### config.mk
export PLATFORM = sky130hd
export DESIGN_NAME = activation_writeback
export DESIGN_NICKNAME = d
export VERILOG_FILES = /design/src/rtl/nn_pkg.sv /design/src/rtl/wb_fifo.sv /design/src/rtl/activation_writeback.sv
export SDC_FILE = /design/constraint.sdc
export NUM_CORES = 1
export LEC_CHECK = 0
export ABC_AREA = 1
export CAP_MARGIN = 20
export CELL_PAD_IN_SITES_DETAIL_PLACEMENT = 1
export CELL_PAD_IN_SITES_GLOBAL_PLACEMENT = 1
export CORE_UTILIZATION = 41
export DETAILED_ROUTE_END_ITERATION = 16
export GPL_ROUTABILITY_DRIVEN = 1
export GPL_TIMING_DRIVEN = 0
export HOLD_SLACK_MARGIN = 0.15
export MAX_ROUTING_LAYER = met4
export PLACE_DENSITY = 0.81
export SLEW_MARGIN = 10
export SYNTH_ARGS = -nofsm -noshare
export SYNTH_HDL_FRONTEND = slang
export SYNTH_SLANG_ARGS = --single-unit
### constraint.sdc
create_clock -name clk -period 2.5 [get_ports clk]
set_input_delay 0.625 -clock clk [delete_from_list [all_inputs] [get_ports clk]]
set_output_delay 0.625 -clock clk [all_outputs]
set_load 0.03 [all_outputs]
### src/rtl/nn_pkg.sv
//------------------------------------------------------------------------------
// nn_pkg : shared writeback state encoding, default widths and saturation limits
// Revision: 1.0
//------------------------------------------------------------------------------
`default_nettype none

package nn_pkg;

  localparam int DEF_ACC_W  = 16;
  localparam int DEF_OUT_W  = 8;
  localparam int DEF_ADDR_W = 8;

  typedef enum logic [1:0] {
    ST_IDLE = 2'd0,
    ST_RUN  = 2'd1,
    ST_DONE = 2'd2
  } wb_state_t;

  function automatic int sat_max(input int w);
    return (1 << (w - 1)) - 1;
  endfunction

  function automatic int sat_min(input int w);
    return -(1 << (w - 1));
  endfunction

endpackage

`default_nettype wire

### src/rtl/wb_fifo.sv
//------------------------------------------------------------------------------
// wb_fifo : synchronous result FIFO with full/empty flags, asynchronous reset
// Revision: 1.0
//------------------------------------------------------------------------------
`default_nettype none

module wb_fifo #(
  parameter int WIDTH = 8,
  parameter int DEPTH = 4
) (
  input  logic             clk,
  input  logic             reset,
  input  logic             push,
  input  logic [WIDTH-1:0] push_data,
  input  logic             pop,
  output logic [WIDTH-1:0] head,
  output logic             full,
  output logic             empty
);

  localparam int AW = (DEPTH > 1) ? $clog2(DEPTH) : 1;
  localparam logic [AW:0] PTR_ONE = {{AW{1'b0}}, 1'b1};

  // Pointers carry one extra wrap bit to tell full from empty.
  logic [AW:0]      wr_ptr;
  logic [AW:0]      rd_ptr;
  logic [WIDTH-1:0] mem [DEPTH];
  logic             do_push;
  logic             do_pop;

  assign empty   = (wr_ptr == rd_ptr);
  assign full    = (wr_ptr[AW] != rd_ptr[AW]) && (wr_ptr[AW-1:0] == rd_ptr[AW-1:0]);
  assign do_push = push && !full;
  assign do_pop  = pop && !empty;
  assign head    = mem[rd_ptr[AW-1:0]];

  always_ff @(posedge clk or posedge reset) begin
    if (reset) begin
      wr_ptr <= '0;
      rd_ptr <= '0;
    end else begin
      if (do_push) wr_ptr <= wr_ptr + PTR_ONE;
      if (do_pop)  rd_ptr <= rd_ptr + PTR_ONE;
    end
  end

  always_ff @(posedge clk) begin
    if (do_push) mem[wr_ptr[AW-1:0]] <= push_data;
  end

endmodule

`default_nettype wire

### src/rtl/activation_writeback.sv
//------------------------------------------------------------------------------
// activation_writeback : shift/saturate accumulator results and stream them to
// neuron RAM. Define ACTWB_RELU_EN for ReLU activation. Revision: 1.0
//------------------------------------------------------------------------------
`default_nettype none

module activation_writeback
  import nn_pkg::*;
#(
  parameter int ACC_W      = DEF_ACC_W,
  parameter int OUT_W      = DEF_OUT_W,
  parameter int ADDR_W     = DEF_ADDR_W,
  parameter int FRAC_SHIFT = 4,
  parameter int FIFO_DEPTH = 4
) (
  input  logic              clk,
  input  logic              reset,
  input  logic              start,
  input  logic [ADDR_W-1:0] wr_base,
  input  logic [ADDR_W-1:0] neuron_count,
  input  logic              acc_valid,
  input  logic [ACC_W-1:0]  acc_data,
  output logic              acc_ready,
  output logic              ram_we,
  output logic [ADDR_W-1:0] ram_addr,
  output logic [OUT_W-1:0]  ram_wdata,
  input  logic              ram_ready,
  output logic              busy,
  output logic              layer_done,
  output logic              sat_flag
);

  localparam logic signed [ACC_W-1:0] MAX_V   = ACC_W'(sat_max(OUT_W));
  localparam logic signed [ACC_W-1:0] MIN_V   = ACC_W'(sat_min(OUT_W));
  localparam logic [ADDR_W-1:0]       CNT_ONE = ADDR_W'(1);

  wb_state_t               state;
  wb_state_t               state_next;
  logic [ADDR_W-1:0]       count_r;
  logic [ADDR_W-1:0]       accepted;
  logic [ADDR_W-1:0]       written;
  logic signed [ACC_W-1:0] shifted;
  logic signed [ACC_W-1:0] act_in;
  logic [OUT_W-1:0]        act_val;
  logic                    clamp;
  logic                    push;
  logic                    pop;
  logic                    fifo_full;
  logic                    fifo_empty;
  logic [OUT_W-1:0]        fifo_head;

  assign shifted = $signed(acc_data) >>> FRAC_SHIFT;

`ifdef ACTWB_RELU_EN
  assign act_in = shifted[ACC_W-1] ? '0 : shifted;
`else
  assign act_in = shifted;
`endif

  always_comb begin
    act_val = act_in[OUT_W-1:0];
    clamp   = 1'b0;
    if (act_in > MAX_V) begin
      act_val = MAX_V[OUT_W-1:0];
      clamp   = 1'b1;
    end else if (act_in < MIN_V) begin
      act_val = MIN_V[OUT_W-1:0];
      clamp   = 1'b1;
    end
  end

  assign acc_ready  = (state == ST_RUN) && !fifo_full && (accepted < count_r);
  assign push       = acc_valid && acc_ready;
  assign ram_we     = !fifo_empty;
  assign ram_wdata  = fifo_empty ? '0 : fifo_head;
  assign pop        = ram_we && ram_ready;
  assign busy       = (state != ST_IDLE);
  assign layer_done = (state == ST_DONE);

  wb_fifo #(
    .WIDTH (OUT_W),
    .DEPTH (FIFO_DEPTH)
  ) u_fifo (
    .clk       (clk),
    .reset     (reset),
    .push      (push),
    .push_data (act_val),
    .pop       (pop),
    .head      (fifo_head),
    .full      (fifo_full),
    .empty     (fifo_empty)
  );

  always_comb begin
    state_next = state;
    case (state)
      ST_IDLE: if (start) state_next = ST_RUN;
      ST_RUN:  if (written == count_r) state_next = ST_DONE;
      ST_DONE: state_next = ST_IDLE;
      default: state_next = ST_IDLE;
    endcase
  end

  always_ff @(posedge clk or posedge reset) begin
    if (reset) state <= ST_IDLE;
    else       state <= state_next;
  end

  always_ff @(posedge clk or posedge reset) begin
    if (reset) begin
      count_r  <= '0;
      accepted <= '0;
      written  <= '0;
      ram_addr <= '0;
      sat_flag <= 1'b0;
    end else if (state == ST_IDLE && start) begin
      count_r  <= neuron_count;
      ram_addr <= wr_base;
      accepted <= '0;
      written  <= '0;
      sat_flag <= 1'b0;
    end else begin
      if (push) begin
        accepted <= accepted + CNT_ONE;
        if (clamp) sat_flag <= 1'b1;
      end
      // Address advances modulo 2^ADDR_W through natural wrap.
      if (pop) begin
        ram_addr <= ram_addr + CNT_ONE;
        written  <= written + CNT_ONE;
      end
    end
  end

endmodule

`default_nettype wire

Word-level counts from Yosys, hierarchy flattened
Memories as Yosys holds them, arrays and structs flattened.
Index checks and enable logic that the tools add are counted.
- add/sub/neg operators: 5
- magnitude comparators: 3
- equal/unequal tests: 8
- mux-type cells: 19
- reductions and logical operators: 17
- operators with widths (kind ; number):
    $mux 8 ; 9
    $add 8x1->8 const B ; 3
    $gt 12x8->1 const B ; 1
    $lt 12x8->1 const B ; 1
    $eq 8x8->1 ; 1
    $logic_and 1x1->1 ; 8
    $lt 8x8->1 ; 1
    $reduce_bool 2->1 ; 4
    $mux 1 ; 7
    $add 3x1->3 const B ; 2
    $mux 2 ; 2
    $pmux 2 s2 ; 1
    $reduce_and 2->1 ; 2
    $eq 3x3->1 ; 1
    $eq 2x1->1 const B ; 1
    $eq 2x2->1 ; 1
    $eq 2x2->1 const B ; 1
    $logic_not 1->1 ; 2
    $logic_not 2->1 ; 1
    $ne 2x1->1 const B ; 1
    $ne 2x2->1 const B ; 1
    $ne 1x1->1 ; 1
- flip-flop bits (word level): 41
- memory bits (writable): 32
- input bits: 37
- output and inout port bits: 21
- word-level logic and storage cells: 61
- memories kept: 1
- memories (name ; depth ; bits a word ; read ports ; clocked after Yosys merged registers in ; wr ports ; line ; text):
    u_fifo.mem ; 4 ; 8 ; 1 ; 0 ; 1 ; wb_fifo.sv:27 ; logic [WIDTH-1:0] mem [DEPTH];

Logic depth before layout (Yosys ltp)
Gate-level depths: netlist of the first run.
- depth after elaboration: 9
- mapped depth: 11
- depth with buffers taken out: 11

Cells and area by module
A second synthesis of the first run with hierarchy kept.
- cells, all modules: 447
- area total of the unflattened synthesis: 3886.2 um^2
- modules (own cells, without submodules) (module ; instances ; cells each ; area each (um^2) ; seq. area each (um^2)):
    activation_writeback ; 1 ; 308 ; 2223.4 ; 875.8
    wb_fifo ; 1 ; 139 ; 1662.8 ; 1111.1

Worst setup path before layout of the first run
No wires, ideal clock.
- kind: reg-to-reg
- start point: register count_r[7]
- end point: memory u_fifo.mem[1][0] (enable)
- setup time: 371 ps
- arrival time: 1745 ps
- required time: 2129 ps
- slack: 384 ps
- cell stages (with the launch flop): 11
- buffers on the path: 1
- clock period less this slack: 2116 ps
- cell sequence: dfrtp_1 > inv_1 > ha_1 > nand2_1 > nand3_1 > nor2_1 > nand3_1 > nor2_4 > nand3_4 > buf_6 > nor2_1
- word-level cells in the longest chain between the ends: 6
- ends and longest elaborated chain (what ; line ; text):
    from (decl) ; activation_writeback.sv:39 ; logic [ADDR_W-1:0] count_r;
    from (signal assigned) ; activation_writeback.sv:117 ; count_r <= neuron_count;
    $lt 8x8->1 ; activation_writeback.sv:72 ; assign acc_ready = (state == ST_RUN) && !fifo_full && (accepted < count_r);
    $logic_and 1x1->1 ; activation_writeback.sv:72 ;
    $logic_and 1x1->1 ; activation_writeback.sv:73 ; assign push = acc_valid && acc_ready;
    $logic_and 1x1->1 ; wb_fifo.sv:33 ; assign do_push = push && !full;
    $mux 1 ; wb_fifo.sv:48 ; if (do_push) mem[wr_ptr[AW-1:0]] <= push_data;
    $mux 1 (not written as such) ; wb_fifo.sv:48 ;
    to (decl) ; wb_fifo.sv:27 ;
No other way between the ends.

Final worst setup path of the first run
- start point: register count_r[7]
- end point: output acc_ready
- word-level cells in the longest chain between the ends: 2
- ends and longest elaborated chain (what ; line ; text):
    $lt 8x8->1 ; activation_writeback.sv:72 ;
    $logic_and 1x1->1 ; activation_writeback.sv:72 ;
    to (decl) ; activation_writeback.sv:23 ; output logic acc_ready,
No other way between the ends.

==> results of run 1 <==
where the power goes:
| part | internal, mW | leakage, nW | switching, mW |
|---|---|---|---|
| Sequential | 1.61 | 0.768 | 0.306 |
| Combinational | 1.06 | 1.38 | 1.73 |
| Clock | 0.469 | 0.0925 | 0.517 |
| Total | 3.14 | 2.24 | 2.56 |
path summary, 6_finish.rpt:
path / from / end / cells past startpoint
setup / recovery: count_r[7] / acc_ready / 9
max in group asynchronous: reset / accepted[6] / 3
hold reg to reg: u_fifo.rd_ptr[2] / u_fifo.rd_ptr[2] / 1
hold / removal: reset / ram_addr[6] / 2
min in group clk: u_fifo.rd_ptr[2] / u_fifo.rd_ptr[2] / 1
setup reg to reg: count_r[7] / u_fifo.mem[3][3] / 10
logic make-up after synthesis:
kind of cell / after synthesis / synth area share (%)
XOR/XNOR: 20 / 4.62
buffers and inverters: 62 / 7.76
AO/OA/AOI/OAI: 59 / 8.99
flip-flops: 73 / 50.3
adder cells (fa/ha/maj): 15 / 4.75
AND/OR/NAND/NOR: 205 / 23.6
final cells by class:
class	instances	area, µm²	area share [%]
buffer	14	131	2.64
clock buffer	9	124	2.49
clock inverter	7	78.8	1.58
inverter	48	190	3.82
multi-input combinational	299	1720	34.6
sequential	73	1990	40.0
tap	129	161	3.24
timing repair buffer	62	579	11.6
through the flow:
step                total power [mW]  hold slack (ps)  TNS, ps  utilization [%]  setup WS, ps
finish                          5.70              487        0             53.6          58.0
global route                    6.10              487    -5.65             53.6         -5.65
CTS                             5.71              486    -22.1             53.5         -22.1
detailed placement              4.70              514    -6700             50.2          -372
global placement                4.57              517    -5400             50.0          -276
floorplan                       3.76              490        0                -           384
Yosys cell counts, types with 2 or more instances:
cell type  count
nand2_1      106
dfrtp_1       41
nor2_2         2
nand3_2        2
a21oi_1        4
inv_4          2
xor2_1        15
buf_6          3
inv_1         45
o21ai_2        5
o22ai_1        9
nand3_1       24
o21ai_0       29
a21o_1         2
buf_8          2
ha_1          15
nand3_4        2
nand4_1        7
xnor2_1        4
nand2_4        4
clkbuf_1       5
o21ai_1        4
nand2_2        2
edfxtp_1      32
o22ai_2        2
nor3_1         6
nor2_1        46
placed cells by master, fill, tap and decap left out, types with 8 or more instances in the layout:
cell type          n
dfrtp_1           40
buf_4              9
nand3_1           22
clkbuf_8          10
o21ai_0           29
nor2_1            41
clkdlybuf4s50_1   43
ha_1              13
xor2_1            15
nand2_1          103
inv_1             41
o22ai_1            8
edfxtp_1          32
worst max-delay path: cells and delay by family, from the launching register on:
| kind | cells | cell delay, ps |
|---|---|---|
| adder cells (fa/ha/maj) | 1 | 220 |
| buffers and inverters | 2 | 210 |
| flip-flops | 1 | 400 |
| AND/OR/NAND/NOR | 6 | 630 |
per-layer routing:
layer | vias up | global-route usage [%] | part of all wire, %
met5 | - | - | 0
met4 | 0 | 6.69 | 1.6
met3 | 14 | 4.67 | 3.1
met2 | 56 | 38.7 | 52
met1 | 1599 | 27.3 | 44
li1 | 1569 | - | -
state kept, by name, summed over array words and instances (netlist names):
name           cells
sat_flag           1
u_fifo.mem        32
count_r            8
u_fifo.rd_ptr      3
written            8
ram_addr           8
u_fifo.wr_ptr      3
state              2
accepted           8
what timing repair did:
item	in CTS	in global routing
hold buffers	0	0
pin swaps	1	2
endpoints found under the setup margin	42	10
hold endpoints to repair	0	0
buffers inserted	3	5
gates resized for setup	49	22
==> run_results.csv, run 1 <==
group,metric,value,unit
status,status,"completed",
timing,slew_headroom,65.9,%
power,ir_drop,346,µV
routing,drtPass1Iterations,4,
synthesis,syn_area,3950,µm²
placed_design,dpl_cell_area,4660,µm²
routing,viasPerCell,5.05,
synthesis,synthTopCellsByArea,"dfrtp_1, edfxtp_1, nand2_1, ha_1, nor2_1",
routing,drt-initial-drc-count,72,
synthesis,ys_warn_count,0,
cts,root_buffer,"clkbuf_8",
run,drv_cap,0,
timing,layout_min_cycle_time,2440,ps
placed_design,post-dp-hpwl,7230,µm
synthesis,seq_area_frac_synth,50.3,%
finish,nets,559,
floorplanning,dieArea,10000,µm²
synthesis,synth_top_area_share,26.0,%
timing,clock_skew,14.1,ps
cts,clock_sinks,73,
critical_path,crit_fanout,3,
placed_design,port_buffers,53,
critical_path,cp.arrival,1820,ps
power,p_per_area,1140,nW/µm²
finish,fin_cells,641,
global_route,grt_pass1_wl,16600,µm
cts,numCtsBuffers,9,
cts,tritoncts,"done",
routing,ant_nets,0,
finish,areaGrowthSynthToFinish,25.9,%
placed_design,dpl.cell_count,617,
timing,worst_slew_pin_slew,512,ps
cts,clock_path_buffers,2,
power,p_leak,2.24,nW
floorplanning,die_w,100,µm
synthesis,yosys.area.top_type,"dfrtp_1",
global_route,grt_max_degree,35,
synthesis,syn-num-nets,486,
critical_path,path_common_cell,"nand3_2",
synthesis,syn_area_per_cell,9.11,µm²
critical_path,slowest_stage,"dfrtp_1",
routing,wirelength,10400,µm
finish,n_fill_cell,1101,
timing,setup_viol,0,
cts,clk_pin_slew,90,ps
routing,drc,0,
critical_path,r2r_slack,240,ps
cts,clkLatencyLatePin,370,ps
finish,antenna_cells,0,
placed_design,gp_congestion,0.790,
global_route,grt_overflow_total,0,
floorplanning,core-area,9280,µm²
critical_path,cpPeakStageDelay,400,ps
floorplanning,start_util,42.6,%
routing,wire_per_inst,16.2,µm
synthesis,ys_types,41,
timing,hold_viol_final,0,
floorplanning,die_h,100,µm
critical_path,startpoint_type,"register",
timing,fin_crit_sh,97.7,%
critical_path,critical_path_class,"register to output pin",
synthesis,synthFlopType,"dfrtp_1",
timing,max_freq,0.409,GHz
global_route,grt_pass1_vias,3322,
synthesis,synth_edf_count,32,
finish,final_layout_size_suffix_gt1_share,17.8,%
critical_path,critPathCaptureType,"output pin",
cts,htreeDepth,3,
floorplanning,rows,35,
critical_path,crit_path_cell_trace,"inv_2 > ha_4 > nand2_2 > nand3_2 > nor2_2 > nand3_2 > nor2_4 > and2_4 > buf_6",
synthesis,syn_inst,434,
hold_path,hold_class,"input port to asynchronous set/reset pin",
floorplanning,io_pins,58,
finish,postLayoutCellArea,4980,µm²
critical_path,critPathRequiredTime,1880,ps
synthesis,synth_seq_cells,73,
global_route,antenna_found_initial,0,
timing,final_max_slew_viol_count,0,
routing,num_vias,3238,
global_route,track_usage,22.7,%
synthesis,async_flop_share,56.2,%
Note: power is estimated with default switching activity, not from simulation.
==> run 2: changes to the inputs <==
==> constraint.sdc (replaced) <==
create_clock -name clk -period 2.5 [get_ports clk]
set_input_delay 0.625 -clock clk [delete_from_list [all_inputs] [get_ports clk]]
set_output_delay 0.625 -clock clk [all_outputs]
set_load 0.05 [all_outputs]
==> run 2 against run 1 <==
The run now ends with negative setup slack left. Register-to-register slack worse by 60 ps. Maximum frequency down 3.3%. Design area down 0.20%. Total power up 5.6%. Clock power down 0.4%. Final cell count down 0.31%. Via count down 0.83%. Worst setup slack worse by 84 ps. Global-route usage about the same. Sequential power about the same. Critical path type unchanged. Critical endpoint unchanged. Largest power group unchanged.
==> run_results.csv, run 2 (synthesis results as in run 1) <==
group,metric,value,unit
cts,clock_sinks,73,
finish,areaGrowthSynthToFinish,25.6,%
critical_path,cpPeakStageDelay,400,ps
cts,clkLatencyLatePin,370,ps
routing,drt-initial-drc-count,104,
cts,numCtsBuffers,9,
floorplanning,die_h,100,µm
finish,nets,557,
finish,multiInputGateArea,1720,µm²
critical_path,startpoint_type,"register",
routing,wirelength,10400,µm
placed_design,port_buffers,53,
critical_path,critPathRequiredTime,1880,ps
routing,wire_per_inst,16.3,µm
floorplanning,io_pins,58,
routing,ant_nets,0,
placed_design,dpl.cell_count,617,
finish,layout_common_cells,"nand2_1, clkdlybuf4s50_1, inv_1, nor2_1, dfrtp_1",
critical_path,critical_path_class,"register to output pin",
global_route,antenna_found_initial,0,
finish,layout_commonest_cell,"nand2_1",
routing,drtPass1Iterations,4,
status,status,"finished, violations left",
hold_path,hold_class,"input port to asynchronous set/reset pin",
finish,final_core_util,53.5,%
global_route,grt_pass1_wl,16600,µm
finish,seq_area,1990,µm²
global_route,grt_overflow_total,0,
placed_design,dpl_cell_area,4660,µm²
finish,n_fill_cell,1099,
timing,fin_crit_sh,101,%
placed_design,post-dp-hpwl,7230,µm
timing,layout_min_cycle_time,2530,ps
timing,slew_headroom,65.3,%
timing,max_freq,0.396,GHz
global_route,track_usage,22.7,%
power,p_per_area,1210,nW/µm²
finish,final_layout_size_suffix_gt1_share,17.3,%
timing,setup_viol,1,
timing,post-route-worst-setup-slack,-25.7,ps
run,drv_cap,0,
cts,root_buffer,"clkbuf_8",
critical_path,crit_fanout,3,
critical_path,timing.critical_path.buf_inv,2,
critical_path,slowest_stage,"dfrtp_1",
timing,worst_slew_pin_slew,520,ps
floorplanning,core-area,9280,µm²
finish,antenna_cells,0,
critical_path,path_common_cell,"nand3_2",
floorplanning,die_w,100,µm
timing,hold_viol_final,0,
finish,fin_cells,639,
timing,rsz0062_at_grt,"true",
cts,clk_pin_slew,90,ps
power,ir_drop,391,µV
cts,clock_path_buffers,2,
critical_path,crit_family,"simple AND/OR/NAND/NOR gates",
finish,largest_register_ffs,32,
status,violations,"negative setup slack",
global_route,grt_pass1_vias,3332,
routing,viasPerCell,5.03,
floorplanning,dieArea,10000,µm²
cts,tritoncts,"done",
finish,postLayoutCellArea,4970,µm²
timing,final_max_slew_viol_count,0,
global_route,grt_max_degree,35,
critical_path,cp.arrival,1900,ps
cts,postCtsHoldBufs,0,
floorplanning,start_util,42.6,%
routing,num_vias,3211,
critical_path,crit_path_cell_trace,"inv_2 > ha_4 > nand2_2 > nand3_2 > nor2_2 > nand3_2 > nor2_4 > and2_4 > buf_8",
critical_path,critPathCaptureType,"output pin",
timing,holdWs,485,ps
placed_design,gp_congestion,0.790,
power,p_leak,2.24,nW
cts,htreeDepth,3,
floorplanning,rows,35,
timing,clock_skew,14.1,ps
routing,drc,0,
-- run 2: worst reg2reg max path, cell delays in order, from the launching register on --
cell     delay (ps)
dfrtp_1         400
inv_2            90
ha_4            220
nand2_2          70
nand3_2          70
nor2_2          130
nand3_2         100
nor2_4          150
nand3_4         140
buf_6           190
nor2_2          410
-- run 2: metal layers --
metal	vias up	global-route usage, %	part of all wire, %
li1	1562	-	-
met1	1572	27.1	43
met2	64	38.4	51
met3	13	4.94	3.8
met4	0	7.13	1.8
met5	-	-	0
-- run 2: stage by stage --
step | setup WS [ps] | power (mW) | setup TNS, ps
4_1_cts | -45.2 | 5.95 | -45.2
3_3_place_gp | -408 | 4.88 | -6590
2_1_floorplan | 328 | 4.07 | 0
3_5_place_dp | -505 | 5.01 | -7890
5_1_grt | -93.9 | 6.41 | -97.3
6_report | -25.7 | 6.01 | -25.7
-- run 2: final timing paths --
| path | startpoint | end | slack [ps] | cells after the start |
|---|---|---|---|---|
| setup / recovery | count_r[7] | acc_ready | -30 | 9 |
| hold reg to reg | u_fifo.rd_ptr[2] | u_fifo.rd_ptr[2] | 540 | 1 |
| setup reg to reg | count_r[7] | u_fifo.mem[3][3] | 180 | 10 |
| hold / removal | reset | ram_addr[6] | 480 | 2 |
| max in group asynchronous | reset | accepted[5] | 1550 | 3 |
| min in group clk | u_fifo.rd_ptr[2] | u_fifo.rd_ptr[2] | 540 | 1 |
-- run 2: cell type report --
type / instances / share of cell area [%]
clock buffers: 9 / 2.49
flip-flops and latches: 73 / 40.0
repair buffers: 60 / 11.6
multi-input cells: 299 / 34.7
well taps: 129 / 3.25
plain buffers: 14 / 2.57
inverters: 48 / 3.83
clock inverters: 7 / 1.59
-- run 2: report_power, final --
group	switching (mW)	total [mW]	internal (mW)
Clock	0.513	0.982	0.469
Combinational	2.04	3.12	1.08
Sequential	0.304	1.91	1.61
-- run 2: what timing repair did --
action,in CTS,in global routing
setup buffers,2,4
pin swaps,0,2
endpoints found under the setup margin,42,10
gates resized for setup,69,13
==> run 3: changes to the inputs <==
--- a/config.mk
+++ b/config.mk
@@ -10,6 +10,7 @@
 export CELL_PAD_IN_SITES_DETAIL_PLACEMENT = 1
 export CELL_PAD_IN_SITES_GLOBAL_PLACEMENT = 1
 export CORE_UTILIZATION = 41
+export CTS_CLUSTER_DIAMETER = 80
 export DETAILED_ROUTE_END_ITERATION = 16
 export GPL_ROUTABILITY_DRIVEN = 1
 export GPL_TIMING_DRIVEN = 0
==> results of run 3 <==
Same layout as run 2: the final DEF is identical, and so are final timing and power.
